$ cat config.mk
export PLATFORM = sky130hd
export DESIGN_NAME = reg_writeback_arbiter
export DESIGN_NICKNAME = d
export VERILOG_FILES = /design/src/rtl/reg_writeback_arbiter.sv
export SDC_FILE = /design/constraint.sdc
export NUM_CORES = 1
export LEC_CHECK = 0
export CAP_MARGIN = 20
export CORE_MARGIN = 4
export CORE_UTILIZATION = 51
export DETAILED_ROUTE_END_ITERATION = 12
export GPL_TIMING_DRIVEN = 0
export PLACE_DENSITY = 0.94
export SLEW_MARGIN = 10
export SYNTH_ARGS = -nofsm -noshare
export SYNTH_HDL_FRONTEND = slang
export SYNTH_SLANG_ARGS = --single-unit
$ cat constraint.sdc
create_clock -name clk -period 7.31 [get_ports clk]
set_clock_uncertainty 0.2 [all_clocks]
set_input_delay 1.0965 -clock clk [delete_from_list [all_inputs] [get_ports clk]]
set_output_delay 1.0965 -clock clk [all_outputs]
set_load 0.02 [all_outputs]
$ cat src/rtl/reg_writeback_arbiter.sv
// reg_writeback_arbiter: write-port driver for the 32x32 register file.
// Single-cycle ALU results always own the write port. Load responses wait in a
// small FIFO and drain into cycles that have no ALU write. Writes to x0 are
// suppressed. query_hit lets issue logic stall on a register that still has a
// queued load.
// Optional feature: define WB_LOAD_EXT_EN to select the byte/half lane and
// sign/zero-extend at enqueue. Without it, ld_data is stored unmodified.
module reg_writeback_arbiter #(
  parameter int DEPTH = 2
) (
  input  logic                     clk,
  input  logic                     reset,
  input  logic                     alu_valid,
  input  logic [4:0]               alu_rd,
  input  logic [31:0]              alu_data,
  input  logic                     ld_valid,
  output logic                     ld_ready,
  input  logic [4:0]               ld_rd,
  input  logic [31:0]              ld_data,
  input  logic [1:0]               ld_size,
  input  logic                     ld_unsigned,
  input  logic [1:0]               ld_off,
  input  logic [4:0]               query_addr,
  output logic                     query_hit,
  output logic [4:0]               write_addr,
  output logic [31:0]              write_data,
  output logic                     reg_write,
  output logic [$clog2(DEPTH):0]   pend_count
);

  localparam int DATA_W = 32;
  localparam int PTR_W  = $clog2(DEPTH);
  localparam int CNT_W  = PTR_W + 1;
  localparam logic [CNT_W-1:0] FULL_CNT = CNT_W'(DEPTH);

`ifdef WB_LOAD_EXT_EN
  // Lane select and extension of a raw memory word into its final register value.
  function automatic logic [DATA_W-1:0] extend_load(
    input logic [DATA_W-1:0] raw,
    input logic [1:0]        size,
    input logic [1:0]        off,
    input logic              uns
  );
    logic [DATA_W-1:0] sh_b;
    logic [DATA_W-1:0] sh_h;
    logic signed [7:0]  b;
    logic signed [15:0] h;
    sh_b = raw >> {off, 3'b000};
    sh_h = raw >> {off[1], 4'b0000};
    b    = sh_b[7:0];
    h    = sh_h[15:0];
    case (size)
      2'b00:   extend_load = uns ? {24'b0, b} : {{24{b[7]}}, b};
      2'b01:   extend_load = uns ? {16'b0, h} : {{16{h[15]}}, h};
      default: extend_load = raw;
    endcase
  endfunction
`endif

  logic [4:0]        fifo_rd   [DEPTH];
  logic [DATA_W-1:0] fifo_data [DEPTH];
  logic [DEPTH-1:0]  fifo_vld;
  logic [PTR_W-1:0]  wptr;
  logic [PTR_W-1:0]  rptr;

  logic              alu_wr_p0;
  logic              full_p0;
  logic              empty_p0;
  logic              push_p0;
  logic              pop_p0;
  logic [DATA_W-1:0] ld_ext_p0;

`ifdef WB_LOAD_EXT_EN
  assign ld_ext_p0 = extend_load(ld_data, ld_size, ld_off, ld_unsigned);
`else
  logic unused_ext_p0;
  assign ld_ext_p0     = ld_data;
  assign unused_ext_p0 = ^{ld_size, ld_off, ld_unsigned};
`endif

  // ---- stage p0: arbitration and FIFO handshake (combinational) ----
  assign alu_wr_p0 = alu_valid && (alu_rd != 5'd0);
  assign full_p0   = (pend_count == FULL_CNT);
  assign empty_p0  = (pend_count == '0);
  // Readiness ignores a same-cycle pop; held low while reset is asserted.
  assign ld_ready  = !reset && !full_p0;
  // Loads to x0 are handshaken but never enqueued.
  assign push_p0   = ld_valid && ld_ready && (ld_rd != 5'd0);
  assign pop_p0    = !alu_wr_p0 && !empty_p0;

  // Report a queued load whose destination matches the queried register.
  always_comb begin
    query_hit = 1'b0;
    for (int i = 0; i < DEPTH; i++) begin
      if (fifo_vld[i] && (fifo_rd[i] == query_addr) && (query_addr != 5'd0))
        query_hit = 1'b1;
    end
  end

  // FIFO payload storage; written only on push, never reset.
  always_ff @(posedge clk) begin
    if (push_p0) begin
      fifo_rd[wptr]   <= ld_rd;
      fifo_data[wptr] <= ld_ext_p0;
    end
  end

  // FIFO control: pointers, per-entry valid flags and occupancy count.
  always_ff @(posedge clk or posedge reset) begin
    if (reset) begin
      wptr       <= '0;
      rptr       <= '0;
      fifo_vld   <= '0;
      pend_count <= '0;
    end else begin
      if (pop_p0) begin
        fifo_vld[rptr] <= 1'b0;
        rptr           <= rptr + 1'b1;
      end
      if (push_p0) begin
        fifo_vld[wptr] <= 1'b1;
        wptr           <= wptr + 1'b1;
      end
      case ({push_p0, pop_p0})
        2'b10:   pend_count <= pend_count + 1'b1;
        2'b01:   pend_count <= pend_count - 1'b1;
        default: pend_count <= pend_count;
      endcase
    end
  end

  // ---- stage p1: registered write port; address/data hold when idle ----
  always_ff @(posedge clk or posedge reset) begin
    if (reset) begin
      reg_write  <= 1'b0;
      write_addr <= 5'd0;
      write_data <= '0;
    end else begin
      reg_write <= alu_wr_p0 || pop_p0;
      if (alu_wr_p0) begin
        write_addr <= alu_rd;
        write_data <= alu_data;
      end else if (pop_p0) begin
        write_addr <= fifo_rd[rptr];
        write_data <= fifo_data[rptr];
      end
    end
  end

endmodule

==> results of run 1 <==
[logic make-up (layout without fill, tap and decap cells)]
family          Yosys count  after routing  synth area share (%)
fa+ha+maj                 1              1                 0.267
simple gates             92             92                  9.39
xor+xnor                 15             15                  2.80
compound gates           80             80                  10.9
buf+inv                  26            185                  2.37
mux                      16             16                  3.41
flops                   118            118                  70.8
[critical path, delay by kind of cell]
kind | cells | cell delay (ns)
buffers and inverters | 2 | 1.11
XOR/XNOR | 1 | 0.19
AO/OA/AOI/OAI | 1 | 0.14
AND/OR/NAND/NOR | 2 | 0.45
[cells in the mapped netlist (all sizes together) (2+ instances only)]
cell and count:
edfxtp 74, or4 3, mux2i 16, xor2 10, xnor2 5, clkbuf 13
dfrtp 44, o22ai 2, nand3b 12, inv 5, a21oi 39, buf 8
nand2 38, nor4 2, nand3 11, nor2 23, o21ai 16, a221o 21
[layout make-up]
class	instances	area share (%)
Multi-Input combinational cell	204	18.9
Clock inverter	14	2.60
Clock buffer	18	6.34
Tap cell	108	2.00
Buffer	21	1.37
Timing Repair Buffer	127	19.3
Inverter	5	0.278
Sequential cell	118	49.3
[routing by layer]
metal | up-vias | track usage, %
li1 | 1582 | -
met2 | 178 | 42.8
met5 | - | 0
met4 | 0 | 9.02
met1 | 1724 | 26.5
met3 | 16 | 7.82
[metrics by stage]
stage / cells / power (W) / setup slack, ns
after global routing: 615 / 0.00272 / 2.93
after detailed placement: 583 / 0.00177 / 3.07
after global placement: 580 / 0.00172 / 2.17
final: 615 / 0.00260 / 3.03
after floorplan: 348 / 0.00140 / 3.26
after CTS: 615 / 0.00261 / 3.05
[power breakdown]
part | total (W) | internal (W) | switching [W]
clock | 0.000831 | 0.000531 | 0.000300
sequential | 0.000946 | 0.000859 | 0.0000864
combinational | 0.000825 | 0.000360 | 0.000465
[flip-flops by register name, summed over array words and instances (netlist names)]
name	cells
write_addr	5
fifo_rd	10
write_data	32
pend_count	2
fifo_data	64
rptr	1
wptr	1
reg_write	1
fifo_vld	2
[path summary, 6_finish.rpt]
kind | to | cells past startpoint
min | write_data[23]$_DFFE_PP0P_ | 1
min in group asynchronous | write_data[24]$_DFFE_PP0P_ | 2
max | query_hit | 6
max reg2reg | pend_count[1]$_DFFE_PP0P_ | 8
min reg2reg | write_data[23]$_DFFE_PP0P_ | 1
max in group asynchronous | write_addr[2]$_DFFE_PP0P_ | 3
==> flow_summary_export.csv, run 1 <==
group,metric,value,unit
sta,grt_setup_unrepaired,"no",
cells_and_area,multiInputGateArea,1270,um^2
worst_hold_path,hold_start,"fifo_data[1][23]$_DFFE_PP_",
synthesis,synthFlopType,"edfxtp_1",
die,coreArea,8850,um^2
sta,whs,0.275,ns
cells_and_area,fin_util,76.2,%
synthesis,synth_top_area_share,47.4,%
cells_and_area,n_fill_cell,545,
sta,max_freq,233,MHz
critical_path,criticalPathCategory,"input port to output pin",
cells_and_area,fin_nets,583,
routing,met3WireLength,970,um
die,dieArea,10800,um^2
routing,totalWireLength,12.5,mm
critical_path,cp.required,6.01,ns
synthesis,synth_area_leader_cell,"edfxtp_1",
die,die_height,104,um
synthesis,synth_edf_count,74,
routing,wl_met2,6.68,mm
cells_and_area,seq_area,3320,um^2
critical_path,r2r_slack,4.49,ns
cts,clk_pin_slew_worst_paths,0.06,ns
cells_and_area,diodes,0,
sta,final_hold_viol_count,0,
die,dieWidth,104,um
critical_path,crit_path_end_kind,"output pin",
cells_and_area,final_cell_area,6750,um^2
power,peakVddDrop,0.275,mV
cts,numCtsBuffers,17,
cells_and_area,layout_commonest_cell,"clkdlybuf4s50_1",
cts,cts_root_buf,"clkbuf_8",
placed_design,port-buffer-count,124,
critical_path,reg2reg_from,"pend_count[0]$_DFFE_PP0P_",
routing,vias,3500,
critical_path,crit_chain,"clkdlybuf4s50_1, xor2_1, nor4_1, nand3_1, a21oi_1, clkdlybuf4s50_1",
synthesis,syn_area_per_cell,13.5,um^2
flow_run,max_cap_violations,0,
cts,post-cts-setup-buffers,0,
placed_design,hpwl,8.66,mm
routing,postRouteAntennaNets,0,
cts,cts_max_level,4,
global_routing,grt_pass1_vias,4002,
routing,dr.pass1.iters,4,
placed_design,place_area,6140,um^2
sta,tightest_slew,0.764,ns
cells_and_area,layout-drive-gt1-share,8.68,%
status,outcome,"complete, no violations",
cells_and_area,final_cell_mix,"clkdlybuf4s50_1, edfxtp_1, dfrtp_1",
critical_path,cp-start-kind,"input port",
synthesis,ys_top_cells_by_area,"edfxtp_1, dfrtp_1, a221o_1",
routing,drt-initial-drc-count,211,
placed_design,gp_congestion,0.928,
critical_path,arrival,2.99,ns
sta,maxSlewHeadroom,49.1,%
global_routing,track_usage,23.9,%
routing,wl_met1,4.66,mm
die,rows,34,
synthesis,yosys_warnings,0,
global_routing,grt_max_degree,30,
routing,wl_per_cell,20.4,um
synthesis,ys_seq_elements,118,
sta,fin_crit_sh,58.6,%
global_routing,antenna_found_initial,0,
critical_path,critPathLaunch,"query_addr[1]",
power,p_leak,2.52,nW
sta,finalCriticalPeriod,4.28,ns
synthesis,syn_area,4690,um^2
critical_path,crit_fanout,3,
power,powerDensity,386,nW/um^2
critical_path,critPathSlowestCell,"clkdlybuf4s50_1",
synthesis,synth_cell_type_count,28,
cts,clkLatencyLatePin,0.50,ns
cts,cts_tree,"done",
global_routing,grt_pass1_wl,20.0,mm
cts,cts_resized,0,
cts,clock-sinks,118,
die,start_util,53.0,%
critical_path,max_stage_delay,0.62,ns
routing,post_drt_via_cell_ratio,5.69,
synthesis,synthArstFlopShare,37.3,%
routing,drc,0,
die,ios,130,
cts,cts_max_path_buffers,2,
worst_hold_path,hold_class,"flip-flop to flip-flop",
cts,hold_buffers,0,
synthesis,syn_nets,437,
cells_and_area,syn2layout_area_growth,43.8,%
sta,slew_viol_final,0,
sta,setup_viol,0,
critical_path,cpMostUsedCell,"clkdlybuf4s50_1",
synthesis,yosysSeqAreaShare,70.8,%
routing,highest_layer,"met4",
sta,setup_tns,0,ns
global_routing,grt-ovfl-total,0,
synthesis,syn_inst,348,
No activity file was read; power rests on OpenSTA's default activity.
==> inputs of run 2 (changes only) <==
--- a/config.mk
+++ b/config.mk
@@ -7,10 +7,10 @@
 export LEC_CHECK = 0
 export CAP_MARGIN = 20
 export CORE_MARGIN = 4
-export CORE_UTILIZATION = 51
+export CORE_UTILIZATION = 43
 export DETAILED_ROUTE_END_ITERATION = 12
 export GPL_TIMING_DRIVEN = 0
-export PLACE_DENSITY = 0.94
+export PLACE_DENSITY = 0.86
 export SLEW_MARGIN = 10
 export SYNTH_ARGS = -nofsm -noshare
 export SYNTH_HDL_FRONTEND = slang
==> constraint.sdc (replaced) <==
create_clock -name clk -period 3.7 [get_ports clk]
set_clock_uncertainty 0.2 [all_clocks]
set_input_delay 0.555 -clock clk [delete_from_list [all_inputs] [get_ports clk]]
set_output_delay 0.555 -clock clk [all_outputs]
set_load 0.02 [all_outputs]
==> flow_summary_export.csv, run 2 (synthesis gave the netlist of run 1 again) <==
group,metric,value,unit
sta,max_freq,317,MHz
power,peakVddDrop,0.411,mV
cts,numCtsBuffers,17,
cells_and_area,layout_commonest_cell,"clkdlybuf4s50_1",
sta,finalCriticalPeriod,3.16,ns
routing,drt-initial-drc-count,244,
cts,clk_pin_slew_worst_paths,0.06,ns
global_routing,grt_pass1_wl,19.6,mm
cts,clock-sinks,118,
sta,setup_viol,0,
cells_and_area,largestRegisters,"fifo_data x64, write_data x32, fifo_rd x10",
worst_hold_path,hold_class,"input port to async pin",
placed_design,hpwl,8.96,mm
cells_and_area,layout-drive-gt1-share,8.48,%
sta,tightest_slew,0.854,ns
placed_design,port-buffer-count,124,
global_routing,track_usage,20.1,%
routing,totalWireLength,12.6,mm
sta,maxSlewHeadroom,42.8,%
global_routing,grt_pass1_vias,3806,
cts,cts_root_buf,"clkbuf_8",
critical_path,crit_fanout,3,
global_routing,grt_max_degree,25,
critical_path,crit_path_end_kind,"output pin",
critical_path,critPathLaunch,"query_addr[0]",
die,dieWidth,112,um
routing,drc,0,
routing,dr.pass1.iters,5,
power,p_comb_share,32.3,%
cells_and_area,diodes,0,
power,clkPwrFrac,30.8,%
cts,cts_tree,"done",
sta,grt_setup_unrepaired,"no",
die,dieArea,12600,um^2
critical_path,reg2reg_from,"pend_count[0]$_DFFE_PP0P_",
die,coreArea,10500,um^2
sta,slew_viol_final,0,
critical_path,criticalPathCategory,"input port to output pin",
sta,setup_tns,0,ns
flow_run,max_cap_violations,0,
cells_and_area,syn2layout_area_growth,44.3,%
cells_and_area,final_cell_mix,"clkdlybuf4s50_1, edfxtp_1, dfrtp_1",
cts,cts_resized,0,
critical_path,cp-start-kind,"input port",
power,p_sw,0.00167,W
cts,cts_max_level,4,
routing,wl_per_cell,19.6,um
cells_and_area,largest_reg_flops,64,
sta,final_hold_viol_count,0,
cells_and_area,fin_util,64.7,%
global_routing,antenna_found_initial,0,
routing,post_drt_via_cell_ratio,5.44,
cts,clkLatencyLatePin,0.49,ns
routing,vias,3498,
routing,postRouteAntennaNets,0,
cells_and_area,regMostFlops,"fifo_data",
placed_design,dpl.cell_count,611,
cells_and_area,instances_no_fill,643,
critical_path,cp.required,2.94,ns
power,internal-power,0.00338,W
die,ios,130,
power,powerDensity,745,nW/um^2
critical_path,arrival,2.40,ns
power,p_sw_share,33.0,%
die,start_util,44.8,%
cts,cts_max_path_buffers,2,
status,outcome,"complete, no violations",
power,p_leak,2.51,nW
placed_design,gp_congestion,0.888,
power,pwr-share-seq,37.0,%
sta,fin_crit_sh,85.4,%
die,die_height,112,um
power,power,0.00505,W
die,rows,37,
cells_and_area,fin_nets,583,
cts,hold_buffers,0,
cts,post-cts-setup-buffers,0,
global_routing,grt-ovfl-total,0,
run 2: layout make-up:
| type | instances | area, um^2 |
|---|---|---|
| Fill cell | 796 | 3690 |
| Sequential cell | 118 | 3320 |
| Inverter | 5 | 18.8 |
| Clock buffer | 18 | 418 |
| Timing Repair Buffer | 127 | 1320 |
| Clock inverter | 14 | 153 |
| Multi-Input combinational cell | 204 | 1270 |
| Buffer | 21 | 92.6 |
| Tap cell | 136 | 170 |
run 2: worst paths after layout:
kind / to / slack (ns) / cells past startpoint
worst max-delay path: query_hit / 0.54 / 6
worst max register to register: pend_count[1]$_DFFE_PP0P_ / 0.96 / 7
max in group asynchronous: reg_write$_DFF_PP0_ / 2.49 / 3
min in group clk: write_data[29]$_DFFE_PP0P_ / 0.28 / 1
worst min-delay path: write_data[29]$_DFFE_PP0P_ / 0.28 / 2
worst min register to register: write_data[29]$_DFFE_PP0P_ / 0.28 / 1
run 2: worst max-delay path: stages:
cell and delay [ns]:
clkdlybuf4s50_1 0.50, xor2_1 0.18, nor4_1 0.28, nand3_1 0.12
a21oi_1 0.15, clkdlybuf4s50_1 0.62
run 2: metrics by stage:
| stage | hold WS [ns] | worst slack (ns) | instance area, um^2 |
|---|---|---|---|
| floorplan | 0.255 | 0.150 | 4690 |
| global placement | 0.257 | -0.969 | 6100 |
| detailed placement | 0.264 | 0.362 | 6200 |
| CTS | 0.274 | 0.545 | 6770 |
| global route | 0.290 | 0.404 | 6770 |
| finish | 0.282 | 0.541 | 6770 |
run 2: routing by layer:
layer  vias to the layer above  GRT usage (%)  routed length (um)
met1                      1725           24.3                5110
met2                       171           34.2                6430
met3                        12           6.25                 929
li1                       1590              -                   -
met5                         -              0                   0
met4                         0           6.81                 103
run 2: power by group through the flow:
stage | combinational, W | clock (W) | sequential (W)
after detailed placement | 0.00163 | 0 | 0.00189
after global placement | 0.00155 | 0 | 0.00187
after CTS | 0.00164 | 0.00158 | 0.00186
after global routing | 0.00175 | 0.00165 | 0.00189
after floorplan | 0.000726 | 0 | 0.00204
final | 0.00163 | 0.00155 | 0.00187
==> inputs of run 3 (changes only) <==
--- a/config.mk
+++ b/config.mk
@@ -8,9 +8,11 @@
 export CAP_MARGIN = 20
 export CORE_MARGIN = 4
 export CORE_UTILIZATION = 43
+export CTS_BUF_LIST = sky130_fd_sc_hd__clkbuf_16
 export DETAILED_ROUTE_END_ITERATION = 12
 export GPL_TIMING_DRIVEN = 0
 export PLACE_DENSITY = 0.86
+export REMOVE_ABC_BUFFERS = 1
 export SLEW_MARGIN = 10
 export SYNTH_ARGS = -nofsm -noshare
 export SYNTH_HDL_FRONTEND = slang
==> flow_summary_export.csv, run 3 (synthesis gave the netlist of run 1 again) <==
group,metric,value,unit
critical_path,r2r_slack,1.20,ns
power,peakVddDrop,0.347,mV
sta,max_freq,312,MHz
cts,cts_tree,"done",
cells_and_area,regMostFlops,"fifo_data",
cells_and_area,layout-drive-gt1-share,7.98,%
power,clkPwrFrac,31.1,%
status,outcome,"complete, no violations",
placed_design,port-buffer-count,124,
routing,vias,3294,
sta,fin_ws,0.497,ns
sta,whs,0.276,ns
critical_path,r2r_cells,4,
global_routing,grt_pass1_vias,3636,
cts,clkLatencyLatePin,0.40,ns
placed_design,gp_congestion,0.824,
worst_hold_path,holdPathStages,1,
cells_and_area,multiInputGateArea,1280,um^2
critical_path,crit_chain,"clkdlybuf4s50_1, xor2_1, nor4_1, nand3_1, a21oi_1, clkdlybuf4s50_1",
routing,totalWireLength,11.4,mm
critical_path,reg2reg_from,"pend_count[0]$_DFFE_PP0P_",
routing,wl_per_cell,18.3,um
die,ios,130,
critical_path,crit_fanout,3,
critical_path,arrival,2.45,ns
sta,tightest_slew,0.890,ns
routing,drc,0,
routing,postRouteAntennaNets,0,
worst_hold_path,hold_start,"fifo_data[1][25]$_DFFE_PP_",
critical_path,cpMostUsedCell,"clkdlybuf4s50_1",
cells_and_area,largestRegisters,"fifo_data x64, write_data x32, fifo_rd x10",
placed_design,preCtsSetupSlack,0.308,ns
cts,clock-sinks,118,
cells_and_area,n_fill_cell,806,
cts,clk_pin_slew_worst_paths,0.05,ns
cts,hold_buffers,0,
power,p_leak,2.52,nW
global_routing,antenna_found_initial,0,
placed_design,place_area,6190,um^2
sta,setup_viol,0,
die,coreArea,10500,um^2
cts,cts_resized,0,
die,rows,37,
critical_path,critPathLaunch,"query_addr[1]",
cells_and_area,largest_reg_flops,64,
die,dieWidth,112,um
cts,cts_max_level,4,
cells_and_area,syn2layout_area_growth,44.0,%
global_routing,grt-ovfl-total,0,
cells_and_area,fin_nets,565,
routing,dr.pass1.iters,4,
critical_path,critPathSlowestCell,"clkdlybuf4s50_1",
cts,numCtsBuffers,17,
cts,cts_max_path_buffers,2,
cells_and_area,diodes,0,
die,dieArea,12600,um^2
sta,final_hold_viol_count,0,
critical_path,cp-start-kind,"input port",
critical_path,rr_endpoint,"write_data[5]$_DFFE_PP0P_",
power,p_sw_share,31.2,%
worst_hold_path,hold_class,"flip-flop to flip-flop",
worst_hold_path,hold_path_end,"write_data[25]$_DFFE_PP0P_",
cts,cts_root_buf,"clkbuf_16",
power,internal-power,0.00348,W
critical_path,cp.required,2.94,ns
sta,fin_crit_sh,86.6,%
die,die_height,112,um
sta,finalCriticalPeriod,3.20,ns
critical_path,max_stage_delay,0.62,ns
global_routing,grt_pass1_wl,18.3,mm
flow_run,max_cap_violations,0,
power,pwr-share-seq,37.5,%
critical_path,crit_path_end_kind,"output pin",
power,p_comb_share,31.4,%
routing,post_drt_via_cell_ratio,5.27,
sta,slew_viol_final,0,
power,p_sw,0.00158,W
cells_and_area,seq_area,3320,um^2
placed_design,hpwl,7.92,mm
critical_path,criticalPathCategory,"input port to output pin",
sta,grt_setup_unrepaired,"no",
sta,maxSlewHeadroom,40.6,%
critical_path,cp_top_family,"buffers and inverters",
cts,post-cts-setup-buffers,0,
routing,drt-initial-drc-count,200,
cells_and_area,final_cell_mix,"clkdlybuf4s50_1, edfxtp_1, dfrtp_1",
cells_and_area,final_cell_area,6760,um^2
critical_path,crit_buf_inv,2,
die,start_util,44.8,%
power,powerDensity,749,nW/um^2
global_routing,track_usage,18.6,%
global_routing,grt_max_degree,39,
cells_and_area,layout_commonest_cell,"clkdlybuf4s50_1",
## run 3: area by class of cell
cell class                 instances  area share (%)
sequential                       118            49.2
timing repair buffer             130            20.6
multi-input combinational        204            19.0
clock buffer                      17            6.30
tap                              136            2.52
clock inverter                    15            2.17
inverter                           5           0.278
## run 3: power by group through the flow
stage / clock network (W) / registers (W) / logic [W]
finish: 0.00157 / 0.00190 / 0.00159
global route: 0.00166 / 0.00193 / 0.00172
CTS: 0.00160 / 0.00190 / 0.00161
detailed placement: 0 / 0.00192 / 0.00160
global placement: 0 / 0.00194 / 0.00142
floorplan: 0 / 0.00209 / 0.000641
## run 3: metrics by stage
stage	utilization [%]	TNS, ns	power, W	std cells
final	64.6	0	0.00506	625
after global routing	64.6	0	0.00531	625
after CTS	64.6	0	0.00511	625
after detailed placement	59.1	0	0.00352	593
after global placement	57.5	-85.51	0.00336	587
after floorplan	-	0	0.00273	327
## run 3: worst max path at each step
stage,end,slack (ns),depth (start not counted)
floorplan,fifo_data[0][0]$_DFFE_PP_,0.15,4
global placement,fifo_data[1][4]$_DFFE_PP_,-0.88,4
detailed placement,fifo_vld[1]$_DFF_PP0_,0.31,6
CTS,query_hit,0.55,6
global route,query_hit,0.42,6
finish,query_hit,0.50,6
## run 3: per-layer routing
layer / track usage [%] / part of all wire (%) / vias up
met1: 20.6 / 40 / 1593
met5: 0 / 0 / -
li1: - / - / 1551
met4: 8.57 / 2.1 / 0
met3: 5.50 / 6.2 / 26
met2: 32.7 / 52 / 124
